[config.mk]
export PLATFORM = sky130hd
export DESIGN_NAME = mem_port_scheduler
export DESIGN_NICKNAME = d
export VERILOG_FILES = /design/src/rtl/mem_port_scheduler_pkg.sv /design/src/rtl/mem_port_scheduler_store_queue.sv /design/src/rtl/mem_port_scheduler.sv
export SDC_FILE = /design/constraint.sdc
export NUM_CORES = 1
export LEC_CHECK = 0
export CORE_UTILIZATION = 56
export DETAILED_ROUTE_END_ITERATION = 7
export PLACE_DENSITY_LB_ADDON = 0.1
export SYNTH_ARGS = -nofsm -noshare
export SYNTH_HDL_FRONTEND = slang
export SYNTH_SLANG_ARGS = --single-unit
[constraint.sdc]
create_clock -name clk -period 6.4 [get_ports clk]
set_input_delay 1.28 -clock clk [delete_from_list [all_inputs] [get_ports clk]]
set_output_delay 1.28 -clock clk [all_outputs]
set_load 0.005 [all_outputs]
[src/rtl/mem_port_scheduler_pkg.sv]
// Shared types for the data-memory port scheduler: FSM states, access sizes
// and the store queue entry payload.
package mem_port_scheduler_pkg;

    localparam int unsigned ADDRESS_WIDTH  = 64;
    localparam int unsigned REGISTER_WIDTH = 64;
    localparam int unsigned SIZE_WIDTH     = 2;
    localparam int unsigned DWORD_OFFSET   = 3;
    localparam int unsigned TAG_WIDTH      = ADDRESS_WIDTH - DWORD_OFFSET;

    typedef enum logic [1:0] {
        IDLE = 2'd0,
        REQ  = 2'd1,
        WAIT = 2'd2
    } port_state_e;

    localparam logic [SIZE_WIDTH-1:0] SZ_B = 2'd0;
    localparam logic [SIZE_WIDTH-1:0] SZ_H = 2'd1;
    localparam logic [SIZE_WIDTH-1:0] SZ_W = 2'd2;
    localparam logic [SIZE_WIDTH-1:0] SZ_D = 2'd3;

    typedef struct packed {
        logic [ADDRESS_WIDTH-1:0]  addr;
        logic [REGISTER_WIDTH-1:0] data;
        logic [SIZE_WIDTH-1:0]     size;
    } sq_entry_t;

endpackage

[src/rtl/mem_port_scheduler_store_queue.sv]
// In-order FIFO of committed stores; also reports which valid entries share a
// doubleword with the pending load address.
module mem_port_scheduler_store_queue
    import mem_port_scheduler_pkg::*;
#(
    parameter int unsigned DEPTH     = 4,
    parameter int unsigned PTR_WIDTH = 2
) (
    input  logic                 clk,
    input  logic                 reset,
    input  logic                 push,
    input  sq_entry_t            push_entry,
    input  logic                 pop,
    output sq_entry_t            head_entry,
    output logic [PTR_WIDTH:0]   count,
    input  logic [TAG_WIDTH-1:0] match_tag,
    output logic [DEPTH-1:0]     match
);

    sq_entry_t              entries [DEPTH];
    logic [DEPTH-1:0]       valid;
    logic [PTR_WIDTH-1:0]   head;
    logic [PTR_WIDTH-1:0]   tail;

    // Payload storage carries no reset; occupancy is tracked by valid bits.
    always_ff @(posedge clk) begin
        if (push) begin
            entries[tail] <= push_entry;
        end
    end

    always_ff @(posedge clk) begin
        if (reset) begin
            head  <= '0;
            tail  <= '0;
            count <= '0;
            valid <= '0;
        end else begin
            if (pop) begin
                valid[head] <= 1'b0;
                head        <= head + PTR_WIDTH'(1);
            end
            if (push) begin
                valid[tail] <= 1'b1;
                tail        <= tail + PTR_WIDTH'(1);
            end
            case ({push, pop})
                2'b10:   count <= count + (PTR_WIDTH+1)'(1);
                2'b01:   count <= count - (PTR_WIDTH+1)'(1);
                default: count <= count;
            endcase
        end
    end

    assign head_entry = entries[head];

    // An entry stays valid while in flight, so a load cannot overtake it.
    always_comb begin
        match = '0;
        for (int i = 0; i < DEPTH; i++) begin
            match[i] = valid[i] && (entries[i].addr[ADDRESS_WIDTH-1:DWORD_OFFSET] == match_tag);
        end
    end

endmodule

[src/rtl/mem_port_scheduler.sv]
// Arbitrates the single data-memory port between the load path and the
// buffered writeback stores, with a drain-and-acknowledge flush for ecalls.
module mem_port_scheduler
    import mem_port_scheduler_pkg::*;
#(
    parameter int unsigned DEPTH           = 4,
    parameter int unsigned PTR_WIDTH       = 2,
    parameter int unsigned LOAD_STREAK_MAX = 4
) (
    input  logic                      clk,
    input  logic                      reset,
    input  logic                      st_valid,
    input  logic [ADDRESS_WIDTH-1:0]  st_addr,
    input  logic [REGISTER_WIDTH-1:0] st_data,
    input  logic [SIZE_WIDTH-1:0]     st_size,
    output logic                      st_ready,
    input  logic                      ld_valid,
    input  logic [ADDRESS_WIDTH-1:0]  ld_addr,
    output logic                      ld_done,
    input  logic                      flush_req,
    output logic                      flush_done,
    output logic                      mem_req_valid,
    output logic                      mem_req_write,
    output logic [ADDRESS_WIDTH-1:0]  mem_req_addr,
    output logic [REGISTER_WIDTH-1:0] mem_req_data,
    output logic [SIZE_WIDTH-1:0]     mem_req_size,
    input  logic                      mem_req_ready,
    input  logic                      mem_done,
    output logic [PTR_WIDTH:0]        sq_count
);

    localparam int unsigned COUNT_WIDTH  = PTR_WIDTH + 1;
    localparam int unsigned STREAK_WIDTH = $clog2(LOAD_STREAK_MAX + 1);

    port_state_e             state;
    logic                    flush_pending;
    logic [STREAK_WIDTH-1:0] streak;

    sq_entry_t               st_entry;
    sq_entry_t               sq_head;
    logic [DEPTH-1:0]        sq_match;
    logic                    sq_push;
    logic                    sq_pop;
    logic                    sq_full;
    logic                    sq_empty;
    logic                    ld_conflict;
    logic                    flush_active;
    logic                    flush_fire;
    logic                    pick_store;
    logic                    pick_load;

    assign st_entry = '{addr: st_addr, data: st_data, size: st_size};

    assign sq_full  = (sq_count == COUNT_WIDTH'(DEPTH));
    assign sq_empty = (sq_count == '0);
    assign st_ready = !sq_full && !flush_pending;
    assign sq_push  = st_valid && st_ready;
    assign sq_pop   = (state == WAIT) && mem_done && mem_req_write;

    mem_port_scheduler_store_queue #(
        .DEPTH     (DEPTH),
        .PTR_WIDTH (PTR_WIDTH)
    ) u_store_queue (
        .clk        (clk),
        .reset      (reset),
        .push       (sq_push),
        .push_entry (st_entry),
        .pop        (sq_pop),
        .head_entry (sq_head),
        .count      (sq_count),
        .match_tag  (ld_addr[ADDRESS_WIDTH-1:DWORD_OFFSET]),
        .match      (sq_match)
    );

    // A flush arriving this cycle already counts, so an empty idle port acks next cycle.
    assign flush_active = flush_pending || flush_req;
    assign flush_fire   = flush_active && sq_empty;
    assign ld_conflict  = |sq_match;

    assign pick_store = !sq_empty &&
                        (sq_full || (streak == STREAK_WIDTH'(LOAD_STREAK_MAX)) ||
                         flush_active || !ld_valid || ld_conflict);
    assign pick_load  = ld_valid && !flush_active && !pick_store;

    always_ff @(posedge clk) begin
        if (reset) begin
            state         <= IDLE;
            flush_pending <= 1'b0;
            streak        <= '0;
            mem_req_valid <= 1'b0;
            mem_req_write <= 1'b0;
            mem_req_addr  <= '0;
            mem_req_data  <= '0;
            mem_req_size  <= '0;
            ld_done       <= 1'b0;
            flush_done    <= 1'b0;
        end else begin
            ld_done    <= 1'b0;
            flush_done <= 1'b0;
            if (flush_req) begin
                flush_pending <= 1'b1;
            end
            if (sq_empty) begin
                streak <= '0;
            end
            case (state)
                IDLE: begin
                    if (flush_fire) begin
                        flush_done    <= 1'b1;
                        flush_pending <= 1'b0;
                    end else if (pick_store) begin
                        mem_req_valid <= 1'b1;
                        mem_req_write <= 1'b1;
                        mem_req_addr  <= sq_head.addr;
                        mem_req_data  <= sq_head.data;
                        mem_req_size  <= sq_head.size;
                        streak        <= '0;
                        state         <= REQ;
                    end else if (pick_load) begin
                        mem_req_valid <= 1'b1;
                        mem_req_write <= 1'b0;
                        mem_req_addr  <= ld_addr;
                        mem_req_data  <= '0;
                        mem_req_size  <= SZ_B;
                        if (!sq_empty) begin
                            streak <= streak + STREAK_WIDTH'(1);
                        end
                        state         <= REQ;
                    end
                end
                REQ: begin
                    if (mem_req_ready) begin
                        mem_req_valid <= 1'b0;
                        state         <= WAIT;
                    end
                end
                WAIT: begin
                    // Store pops happen in the queue on the same mem_done.
                    if (mem_done) begin
                        ld_done <= !mem_req_write;
                        state   <= IDLE;
                    end
                end
                default: state <= IDLE;
            endcase
        end
    end

endmodule

==> out/qor.txt <==
Final ANT Viol Nets -> 0
chip width -> 232 µm
H-tree Lvls -> 3
DPL Wire Length -> 73.6 mm
CORE AREA -> 0.0524 mm²
commonest non-fill, non-tap cells in the layout -> edfxtp_1 (520), clkdlybuf4s50_1 (337), xnor2_1 (171)
Sink Count -> 673
Critical Path Fanout Max -> 21
RSZ-0062 raised after global routing -> no
largest net degree at the start of global routing -> 101
Worst path slowest cell -> xnor2_1
Initial Util -> 56.7%
worst vdd ir -> 0.000338 V
layout cells sized above 1 -> 14.5%
FMAX -> 0.219 GHz
dpl cell area -> 0.0336 mm²
Yosys reg bits -> 673
worst hold-check path type -> flip-flop to flip-flop
number of post-CTS setup repair buffers -> 0
Synth Instances -> 1987
post-place setup slack -> 1330 ps
Crit Path Class -> input port to flip-flop
crit-path max cell delay -> 820 ps
drt pass-1 iters -> 5
first-pass GRT wire length -> 145 mm
CTS clk-pin slew, worst paths -> 70 ps
Post-synth ARST share -> 0%
DR iter-0 viols -> 2211
initial antenna violation count -> 5
CP top delay family -> simple AND/OR/NAND/NOR gates
DRC viols -> 0
fin nets -> 2492
syn avg cell area -> 15.0 µm²
vias per cell -> 6.72
max-slew violation count -> 0
Post-synth EDFFs -> 520
die area -> 0.0540 mm²
crit path DAT -> 5120 ps
Rows -> 84
grt total ovfl -> 0
I/O Buffers -> 338
worst path required time -> 6940 ps
Top-Level Pins -> 339
synth warn -> 0
Leak -> 0.0116 µW
Resize count post-CTS -> 0
synthesized area -> 0.0297 mm²
Final WS setup -> 1830 ps
Tcrit/Tclk final -> 71.5%
Max-Cap Viols -> 0
gr usage total -> 38.6%
endpoints failing hold -> 0
CTS tree -> yes
setup tns final -> 0 ps
Vias -> 20.4k
commonest non-fill, non-tap cell in the layout -> edfxtp_1
sequential area share after synthesis -> 62.8%
pwr/cell area -> 322 mW/mm²
Root Buffer -> clkbuf_16
syn nets -> 2200
Hold WS -> 473 ps
CTS Buffer Depth -> 3
fin area -> 0.0359 mm²
Worst-Skew Late Latency -> 640 ps
Worst slew margin -> 32.0%
vias in the first global route -> 20.2k
Num CTS Buffers -> 70
DIE HEIGHT -> 232 µm
ys flop type -> edfxtp_1
crit end category -> flip-flop
drt total wl -> 104 mm
Buf/Inv on CP -> 3
Power, Total -> 11600 µW
CP Launch Type -> input port
final worst path period need -> 4570 ps
wire per inst -> 34.5 µm
# setup viols final -> 0
Unique masters post-synth -> 54
reg-to-reg slack, setup -> 2700 ps
status -> finished clean
Area Growth Syn to Fin -> 20.8%
Max Clock Skew -> 36.9 ps
CTS Hold Buffers Added -> 0
worst slew pin tran -> 1020 ps
global placement routability congestion -> 1.14
CP cell instances -> clkdlybuf4s50_1 -> xnor2_1 -> nand4_1 -> nor4_1 -> nand3_1 -> nor4_4 -> or3_4 -> buf_12 -> buf_4 -> a32o_1
[flip-flops by register name, indices dropped and copies added (netlist names), 2 cells and up, named ones only]
name                   flops
state                      2
u_store_queue.valid        4
streak                     3
u_store_queue.entries    520
u_store_queue.count        3
u_store_queue.tail         2
mem_req_size               2
u_store_queue.head         2
mem_req_data              64
mem_req_addr              64
[power breakdown]
part	internal, µW	switching (µW)	total, µW	leakage, µW
clock	2310	1750	4060	0.00112
combinational	896	1240	2130	0.00448
sequential	5140	238	5380	0.00602
[final timing paths]
check | from | to | cells past startpoint
setup reg to reg | u_store_queue.entries[2][85] | mem_req_data[3] | 9
hold reg to reg | mem_req_data[9] | mem_req_data[9] | 1
hold / removal | mem_req_data[9] | mem_req_data[9] | 1
setup / recovery | ld_addr[25] | mem_req_data[3] | 10
[routing by layer]
| metal | track usage [%] | part of all wire, % | wire length (µm) |
|---|---|---|---|
| met1 | 49.9 | 38 | 39300 |
| met2 | 62.9 | 48 | 50500 |
| met3 | 8.73 | 9.1 | 9540 |
| met4 | 16.1 | 4.7 | 4910 |
| met5 | 0 | 0.036 | 38 |
[synth_stat cells (12+ instances only)]
library cell  count  area (µm²)
edfxtp_1        520       15600
xnor2_1         171        1500
nor2_1          160         601
dfxtp_1         153        3060
mux4_2          130        2930
clkbuf_1        109         409
nand2b_1         96         601
nand4_1          93         582
inv_1            86         323
a32o_1           66         661
a311o_1          64         641
a221oi_2         54         811
nor4_1           34         213
nand2_1          32         120
nand3_1          27         135
o2111ai_1        21         184
buf_6            17         191
nor2b_1          15        93.8
nor3_1           14        70.1
buf_2            12        60.1
xor2_1           12         105
[stage by stage]
stage	std cells	util [%]
5_1_grt	3025	68.5
4_1_cts	3024	68.5
3_5_place_dp	2895	64.1
6_report	3028	68.5
3_3_place_gp	2895	64.1
2_1_floorplan	1987	-
[final cells by class]
class	instances	area, µm²
Multi-Input combinational cell	1080	10100
Timing Repair Buffer	368	3680
Sequential cell	673	18700
Antenna cell	4	10.0
Clock inverter	36	345
Inverter	86	323
Clock buffer	93	1930
Tap cell	688	861
Fill cell	3409	16500
[logic make-up (layout without fill, tap and decap cells)]
family,count (synthesis),after routing,synth area share (%)
xor+xnor,185,185,5.50
mux,131,131,9.89
simple gates,500,500,8.92
compound gates,252,252,8.86
buf+inv,234,583,3.45
fa+ha+maj,12,12,0.530
other cells,0,4,0
flops,673,673,62.8
Note: power is estimated with default switching activity, not from simulation.
